**config.mk**
```make
export PLATFORM = sky130hd
export DESIGN_NAME = tx_frame_sequencer
export DESIGN_NICKNAME = d
export VERILOG_FILES = /design/src/rtl/tx_frame_sequencer.sv
export SDC_FILE = /design/constraint.sdc
export NUM_CORES = 1
export LEC_CHECK = 0
export BUFFER_PORTS_ARGS = -buffer_cell sky130_fd_sc_hd__buf_2
export CAP_MARGIN = 20
export CORE_UTILIZATION = 48
export CTS_CLUSTER_DIAMETER = 80
export DETAILED_ROUTE_END_ITERATION = 12
export PLACE_DENSITY_LB_ADDON = 0.2
export SYNTH_ARGS = -nofsm -noshare
export SYNTH_HDL_FRONTEND = slang
export SYNTH_SLANG_ARGS = --single-unit
```
**constraint.sdc**
```tcl
create_clock -name clk -period 2.2 [get_ports clk]
set_input_delay 0.11 -clock clk [delete_from_list [all_inputs] [get_ports clk]]
set_output_delay 0.11 -clock clk [all_outputs]
set_load 0.005 [all_outputs]
```
**src/rtl/tx_frame_sequencer.sv**
```systemverilog
// Transmit frame sequencer: moves one frame of frame_len bytes from the TX FIFO
// to the modem transmitter, then waits a guard interval and raises a sticky interrupt.
module tx_frame_sequencer #(
    parameter int DATA_W  = 8,
    parameter int LEN_W   = 8,
    parameter int GUARD_W = 32
) (
    input  logic               clk,
    input  logic               reset,
    input  logic               start,
    input  logic [LEN_W-1:0]   frame_len,
    input  logic [GUARD_W-1:0] guard_interval,
    input  logic [LEN_W-1:0]   fifo_count,
    input  logic [DATA_W-1:0]  fifo_data,
    output logic               fifo_rden,
    output logic [DATA_W-1:0]  tx_data,
    output logic               tx_valid,
    input  logic               tx_ready,
    output logic               busy,
    output logic               done_irq,
    output logic               underrun,
    input  logic               irq_ack
);

    typedef enum logic [2:0] {
        S_IDLE,
        S_CHECK,
        S_READ,
        S_WAIT,
        S_SEND,
        S_GUARD,
        S_DONE
    } state_t;

    state_t             state;
    state_t             next_state;
    logic [LEN_W-1:0]   remaining;
    logic [GUARD_W-1:0] guard_cnt;
    logic               start_accept;
    logic               fifo_short;
    logic               last_byte;
    logic               set_done;
    logic               set_underrun;

    assign start_accept = (state == S_IDLE) && start && (frame_len != '0);
    assign fifo_short   = (fifo_count < remaining);
    // remaining is never 0 in SEND, but treat <=1 as last so it cannot wrap
    assign last_byte    = (remaining <= LEN_W'(1));
    assign set_underrun = (state == S_CHECK) && fifo_short;
    assign set_done     = set_underrun || (state == S_DONE);

    always_ff @(posedge clk or posedge reset) begin
        if (reset) begin
            state <= S_IDLE;
        end else begin
            state <= next_state;
        end
    end

    always_comb begin
        next_state = state;
        fifo_rden  = 1'b0;
        busy       = (state != S_IDLE);
        case (state)
            S_IDLE: begin
                if (start_accept) begin
                    next_state = S_CHECK;
                end
            end
            S_CHECK: begin
                next_state = fifo_short ? S_IDLE : S_READ;
            end
            S_READ: begin
                fifo_rden  = 1'b1;
                next_state = S_WAIT;
            end
            S_WAIT: begin
                next_state = S_SEND;
            end
            S_SEND: begin
                if (tx_ready) begin
                    if (last_byte) begin
                        next_state = (guard_cnt != '0) ? S_GUARD : S_DONE;
                    end else begin
                        next_state = S_READ;
                    end
                end
            end
            S_GUARD: begin
                if (guard_cnt <= GUARD_W'(1)) begin
                    next_state = S_DONE;
                end
            end
            S_DONE: begin
                next_state = S_IDLE;
            end
            default: begin
                next_state = S_IDLE;
            end
        endcase
    end

    always_ff @(posedge clk or posedge reset) begin
        if (reset) begin
            remaining <= '0;
            guard_cnt <= '0;
            tx_data   <= '0;
            tx_valid  <= 1'b0;
        end else begin
            case (state)
                S_IDLE: begin
                    if (start_accept) begin
                        remaining <= frame_len;
                        guard_cnt <= guard_interval;
                    end
                end
                S_WAIT: begin
                    tx_data  <= fifo_data;
                    tx_valid <= 1'b1;
                end
                S_SEND: begin
                    if (tx_ready) begin
                        tx_valid <= 1'b0;
                        if (remaining != '0) begin
                            remaining <= remaining - LEN_W'(1);
                        end
                    end
                end
                S_GUARD: begin
                    if (guard_cnt != '0) begin
                        guard_cnt <= guard_cnt - GUARD_W'(1);
                    end
                end
                default: begin
                end
            endcase
        end
    end

    // A flag being set in the same cycle as irq_ack keeps the set
    always_ff @(posedge clk or posedge reset) begin
        if (reset) begin
            done_irq <= 1'b0;
            underrun <= 1'b0;
        end else begin
            if (set_done) begin
                done_irq <= 1'b1;
            end else if (irq_ack) begin
                done_irq <= 1'b0;
            end
            if (set_underrun) begin
                underrun <= 1'b1;
            end else if (irq_ack) begin
                underrun <= 1'b0;
            end
        end
    end

endmodule

```
==> key figures, run 1 <==
Run status
  – Status: complete, but fails checks
  – Failing checks: negative hold slack

Flow run
  – Max-cap check violation count: 0

STA
  – Worst-margin pin slew: 0.5342 ns
  – Endpoints failing hold: 1
  – Final Critical Period: 2.129 ns
  – Max Clk Rate: 0.4696 GHz
  – Period Utilization, post-route: 96.79%
  – Max-slew headroom: 64.35%
  – Slew Limit Fails: 0
  – Final Hold Slack: -0.0002010 ns
  – Total negative slack: 0 ns
  – Fin Clk Skew: 0.007349 ns
  – Final setup viols: 0

Floorplan
  – Row count: 31
  – Chip Width: 88.09 um
  – Die H: 88.09 um
  – Initial Utilization: 49.31%
  – Die ar.: 0.007759 sq mm
  – Boundary Pins: 74
  – Core box area: 0.007214 sq mm

Power
  – Final Power: 5.806 mW
  – Leakage: 2.066 nW
  – Total power per unit cell area: 1246 mW/mm^2
  – Peak supply drop: 641.1 uV

Setup path
  – Reg2reg start: guard_cnt[23]
  – CP startpoint: guard_cnt[23]
  – Worst Path Arrival: 2.34 ns
  – CP endpoint kind: flip-flop
  – Bufs and invs on worst path: 2
  – Slowest Stage Delay on Critical Path: 0.56 ns
  – Crit Path Max Fanout: 6
  – CP top delay family: simple AND/OR/NAND/NOR gates
  – CP max-delay cell: or4_4
  – WP data required: 2.41 ns
  – Worst path cell trace: or4_4 > nor4_4 > buf_4 > buf_6 > nand4_1 > a32oi_1 > nor2_1
  – Worst setup path class: flip-flop to flip-flop
  – Setup crit start kind: flip-flop

Detailed routing
  – First-iteration detailed-routing DRC count: 266
  – Routed len/inst: 16.14 um
  – Via Count: 3721
  – Via density: 5.888
  – Post-route ant nets: 0
  – Final WL: 10200 um
  – Drt drc: 0
  – Drt pass-1 iters: 5

Synthesis
  – Synthesized netlist cell count: 402
  – Synth area leaders: dfrtp_1 (38%), ha_1 (4.2%), nor2_1 (3.7%)
  – Post-synth ARST share: 100.0%
  – Synth top area share: 37.99%
  – Post-Syn Area: 0.003557 sq mm
  – Post-synth EDFFs: 0
  – Warnings, synthesis: 0
  – Syn_area_per_cell: 8.849 sq um
  – Top-count cell post-synth: dfrtp_1
  – Register area share after synthesis: 37.99%
  – Synth cell count leaders: dfrtp_1 (54), nor2_1 (35), nand2_1 (30)
  – Ys flop type: dfrtp_1
  – Cell taking the most area after synthesis: dfrtp_1
  – #FFs+latches synth: 54
  – Number of distinct library cells after synthesis: 73
  – Syn_nets: 475

Global route
  – Vias in the first global route: 3460
  – Total grt overflow: 0
  – Largest net degree at the start of global routing: 27
  – GRT Util Overall: 26.32%
  – Global-route wire length before repair: 15890 um
  – Initial antenna violation count: 0

Worst hold path
  – Hold Crit Class: primary input to flip-flop
  – Hold path start: guard_interval[25]

Cells and area
  – Layout Nets: 605
  – P&R area growth vs syn: 30.99%
  – Share of layout cells above drive strength 1: 33.77%
  – Diode count: 0

Clock network
  – Number of buffers created by CTS: 5
  – Clock Tree Buf Depth: 2
  – H-tree depth: 2
  – Clk_lat worst skew: 0.32 ns
  – Root buffer cell: clkbuf_8
  – CTS tree: yes
  – Clock transition at the registers of the reported paths: 0.11 ns
  – Sink Count: 54

Place
  – GPL Wtd Cong: 0.9311
  – Hpwl dp: 7577 um
  – Count of input and output buffers: 73
[power breakdown]
group | switching, mW | internal (mW)
combinational | 1.66 | 1.56
clock | 0.368 | 0.346
sequential | 0.391 | 1.48
total | 2.42 | 3.38
[metrics by stage]
stage | hold slack [ns] | setup WS (ns) | cells | cell area, sq um | util, %
after floorplan | 0.2268 | 0.03285 | 402 | 3557 | -
after global placement | 0.1394 | -0.02429 | 613 | 4402 | 61.01
after detailed placement | 0.1450 | -0.06118 | 613 | 4402 | 61.01
after CTS | 0.001423 | 0.002092 | 623 | 4547 | 63.02
after global routing | 0.02122 | -0.001874 | 632 | 4659 | 64.59
final | -0.0002010 | 0.07067 | 632 | 4659 | 64.59
[layout by cell type (no fill, tap or decap), types with 4 or more instances in the layout]
cell,Yosys,layout
a211oi_1,10,9
a21boi_0,4,4
a21oi_1,20,20
a221o_1,4,4
a31oi_1,8,8
and2_1,5,5
buf_2,5,73
buf_4,1,65
clkbuf_8,0,5
dfrtp_1,54,54
ha_1,12,12
inv_1,19,18
mux2_2,8,8
nand2_1,30,29
nand3_1,14,14
nand4_1,9,9
nor2_1,35,35
nor3_1,24,24
nor4_1,12,11
o211ai_1,6,6
o21ai_0,18,18
o22ai_1,9,9
o2bb2ai_1,4,4
or3_1,4,4
[path summary, 6_finish.rpt]
check / end / slack (ns) / depth (start not counted)
max in group asynchronous: guard_cnt[10] / 1.23 / 4
max: guard_cnt[5] / 0.07 / 7
min in group asynchronous: tx_data[4] / 0.33 / 3
min: guard_cnt[25] / -0.0002 / 3
max reg2reg: guard_cnt[5] / 0.07 / 7
min reg2reg: underrun / 0.48 / 1
[per-layer routing]
layer	vias to the layer above	global-route usage (%)	routed length, um
met5	-	0	0
met4	0	7.185	163
met3	14	2.639	570
met2	152	47.64	5025
met1	1760	33.41	4439
li1	1795	-	-
[sequential cells by signal (all words and copies together) (netlist names)]
name and flops:
done_irq 1, guard_cnt 32, state 3, tx_data 8, remaining 8, tx_valid 1, underrun 1
[cells by family after synthesis]
group / synth area share (%)
mux: 3.095
compound gates: 24.02
simple gates: 24.73
flops: 37.99
buf+inv: 4.713
fa+ha+maj: 4.221
xor+xnor: 1.231
[worst reg2reg max path, stage by stage, from the launching register on]
cell and delay (ns):
dfrtp_1 0.39, or4_4 0.56, nor4_4 0.21, buf_4 0.18, buf_6 0.12, nand4_1 0.23, a32oi_1 0.28, nor2_1 0.05
[area by class of cell]
cell class | instances | area, sq um
fillers | 625 | 2555
multi-input cells | 310 | 2092
flip-flops and latches | 54 | 1351
repair buffers | 142 | 904.6
well taps | 99 | 123.9
inverters | 19 | 71.32
clock buffers | 5 | 68.82
clock inverters | 3 | 47.55
[what timing repair did]
| item | 4_1_cts | 5_1_grt |
|---|---|---|
| hold endpoints to repair | 21 | 0 |
| hold buffers | 2 | 0 |
| pin swaps | 1 | 6 |
| resized for setup | 4 | 9 |
| endpoints found under the setup margin | 7 | 23 |
| buffers inserted | 0 | 9 |
No activity file was read; power rests on OpenSTA's default activity.
==> inputs of run 2 (changes only) <==
- clock period: 2.2 -> 2.5 ns (I/O delays scaled with it)
==> run 2 against run 1 <==
  * Highest routed layer unchanged
  * Global-route usage fell by 0.38 points
  * Total power fell by 21%
  * Register-to-register slack is essentially flat
  * Critical path type unchanged
  * The run now ends clean
==> key figures, run 2 (synthesis results as in run 1) <==
Power
  – Total power per unit cell area: 1069 mW/mm^2
  – Leakage: 1.841 nW
  – Final Power: 4.558 mW
  – Peak supply drop: 431.2 uV

Setup path
  – Reg2reg end: guard_cnt[31]
  – R2r setup slk: 0.09 ns
  – R2R cell count: 5
  – CP endpoint kind: flip-flop
  – Worst path cell trace: or4_4 > nor4_4 > a31o_1 > nand2_1 > a32o_1
  – CP top delay family: simple AND/OR/NAND/NOR gates
  – Worst Path Arrival: 2.63 ns
  – Bufs and invs on worst path: 0
  – Worst setup path class: flip-flop to flip-flop
  – WP data required: 2.72 ns
  – Crit Path Max Fanout: 10
  – Reg2reg start: guard_cnt[26]
  – Slowest Stage Delay on Critical Path: 0.59 ns
  – CP max-delay cell: or4_4
  – Setup crit start kind: flip-flop

Cells and area
  – Top flop regs: guard_cnt x32, remaining x8, tx_data x8
  – Share of layout cells above drive strength 1: 26.88%
  – Diode count: 0
  – Commonest cells after routing, fill and taps aside: buf_2 (73), dfrtp_1 (54), nor2_1 (35)
  – Layout Nets: 563
  – Final core utilization: 59.09%
  – Reg with most FFs: guard_cnt
  – Most common cell after layout, fill and taps aside: buf_2
  – Largest register FFs: 32
  – P&R area growth vs syn: 19.84%

Global route
  – Global-route wire length before repair: 15520 um
  – Vias in the first global route: 3303
  – Initial antenna violation count: 0
  – GRT Util Overall: 25.94%
  – Total grt overflow: 0
  – Largest net degree at the start of global routing: 27

STA
  – Final setup viols: 0
  – Final Critical Period: 2.415 ns
  – Worst-margin pin slew: 0.6209 ns
  – Slew Limit Fails: 0
  – RSZ-0062 raised after global routing: no
  – Fin Clk Skew: 0.008416 ns
  – Max-slew headroom: 58.23%
  – Period Utilization, post-route: 96.59%
  – Total negative slack: 0 ns
  – Max Clk Rate: 0.4141 GHz
  – Endpoints failing hold: 0
  – Final Hold Slack: 0.007349 ns

Detailed routing
  – Final WL: 9643 um
  – Via density: 5.981
  – First-iteration detailed-routing DRC count: 191
  – Via Count: 3529
  – Routed len/inst: 16.34 um
  – Drt drc: 0
  – Drt pass-1 iters: 5
  – Post-route ant nets: 0

Floorplan
  – Boundary Pins: 74
  – Die H: 88.09 um
  – Core box area: 0.007214 sq mm
  – Die ar.: 0.007759 sq mm
  – Initial Utilization: 49.31%
  – Chip Width: 88.09 um
  – Row count: 31

Worst hold path
  – Hold Path Stages: 3
  – Hold path start: guard_interval[29]
  – Hold Crit Class: primary input to flip-flop
  – Hold EP: guard_cnt[29]

Place
  – GPL Wtd Cong: 0.9053
  – Hpwl dp: 7220 um
  – Count of input and output buffers: 73

Clock network
  – Number of buffers created by CTS: 5
  – Clock Tree Buf Depth: 2
  – Sink Count: 54
  – Root buffer cell: clkbuf_8
  – H-tree depth: 2
  – Postcts setup bufs: 0
  – CTS tree: yes
  – Clock transition at the registers of the reported paths: 0.11 ns
  – Clk_lat worst skew: 0.32 ns

Flow run
  – Max-cap check violation count: 0

Run status
  – Status: complete, no violations
[run 2: worst register-to-register path: cells and delay by family, from the launching register on]
family / cells / cell delay (ns)
AND/OR/NAND/NOR: 3 / 1.16
AO/OA/AOI/OAI: 2 / 0.71
flip-flops: 1 / 0.44
[run 2: final cells by class]
class | count | area (sq um)
clock buffer | 5 | 68.82
clock inverter | 3 | 28.78
fill | 673 | 2952
inverter | 19 | 71.32
multi-input combinational | 310 | 2048
sequential | 54 | 1351
tap | 99 | 123.9
timing repair buffer | 100 | 570.5
[run 2: per-layer routing]
layer	track usage [%]	share of wire, %
met5	0	0
met4	10.41	1.5
met3	3.959	6.4
met2	42.21	48
met1	34.69	44
[run 2: power by group]
group / internal [mW] / total [mW] / switching (mW)
registers: 1.30 / 1.76 / 0.457
logic: 1.03 / 2.26 / 1.23
clock network: 0.209 / 0.536 / 0.327
[run 2: timing repair]
| action | in CTS | in global routing |
|---|---|---|
| hold endpoints to repair | 19 | 0 |
| resized for setup | 0 | 2 |
| hold buffers | 1 | 0 |
| endpoints found under the setup margin | 0 | 10 |
[run 2: metrics by stage]
step,setup WS (ns),area (sq um),std cells
final,0.08534,4263,590
after global routing,0.001741,4263,590
after CTS,0.09680,4257,590
after detailed placement,0.1163,4149,581
after global placement,0.1592,4149,581
after floorplan,0.2911,3557,402
[run 2: worst max-delay path by stage]
stage / start / to / cells after the start
2_1_floorplan: guard_cnt[0] / guard_cnt[14] / 8
3_3_place_gp: guard_cnt[0] / guard_cnt[14] / 7
3_5_place_dp: guard_cnt[0] / guard_cnt[14] / 7
4_1_cts: guard_cnt[0] / guard_cnt[14] / 7
5_1_grt: guard_cnt[0] / guard_cnt[14] / 7
6_report: guard_cnt[26] / guard_cnt[31] / 5
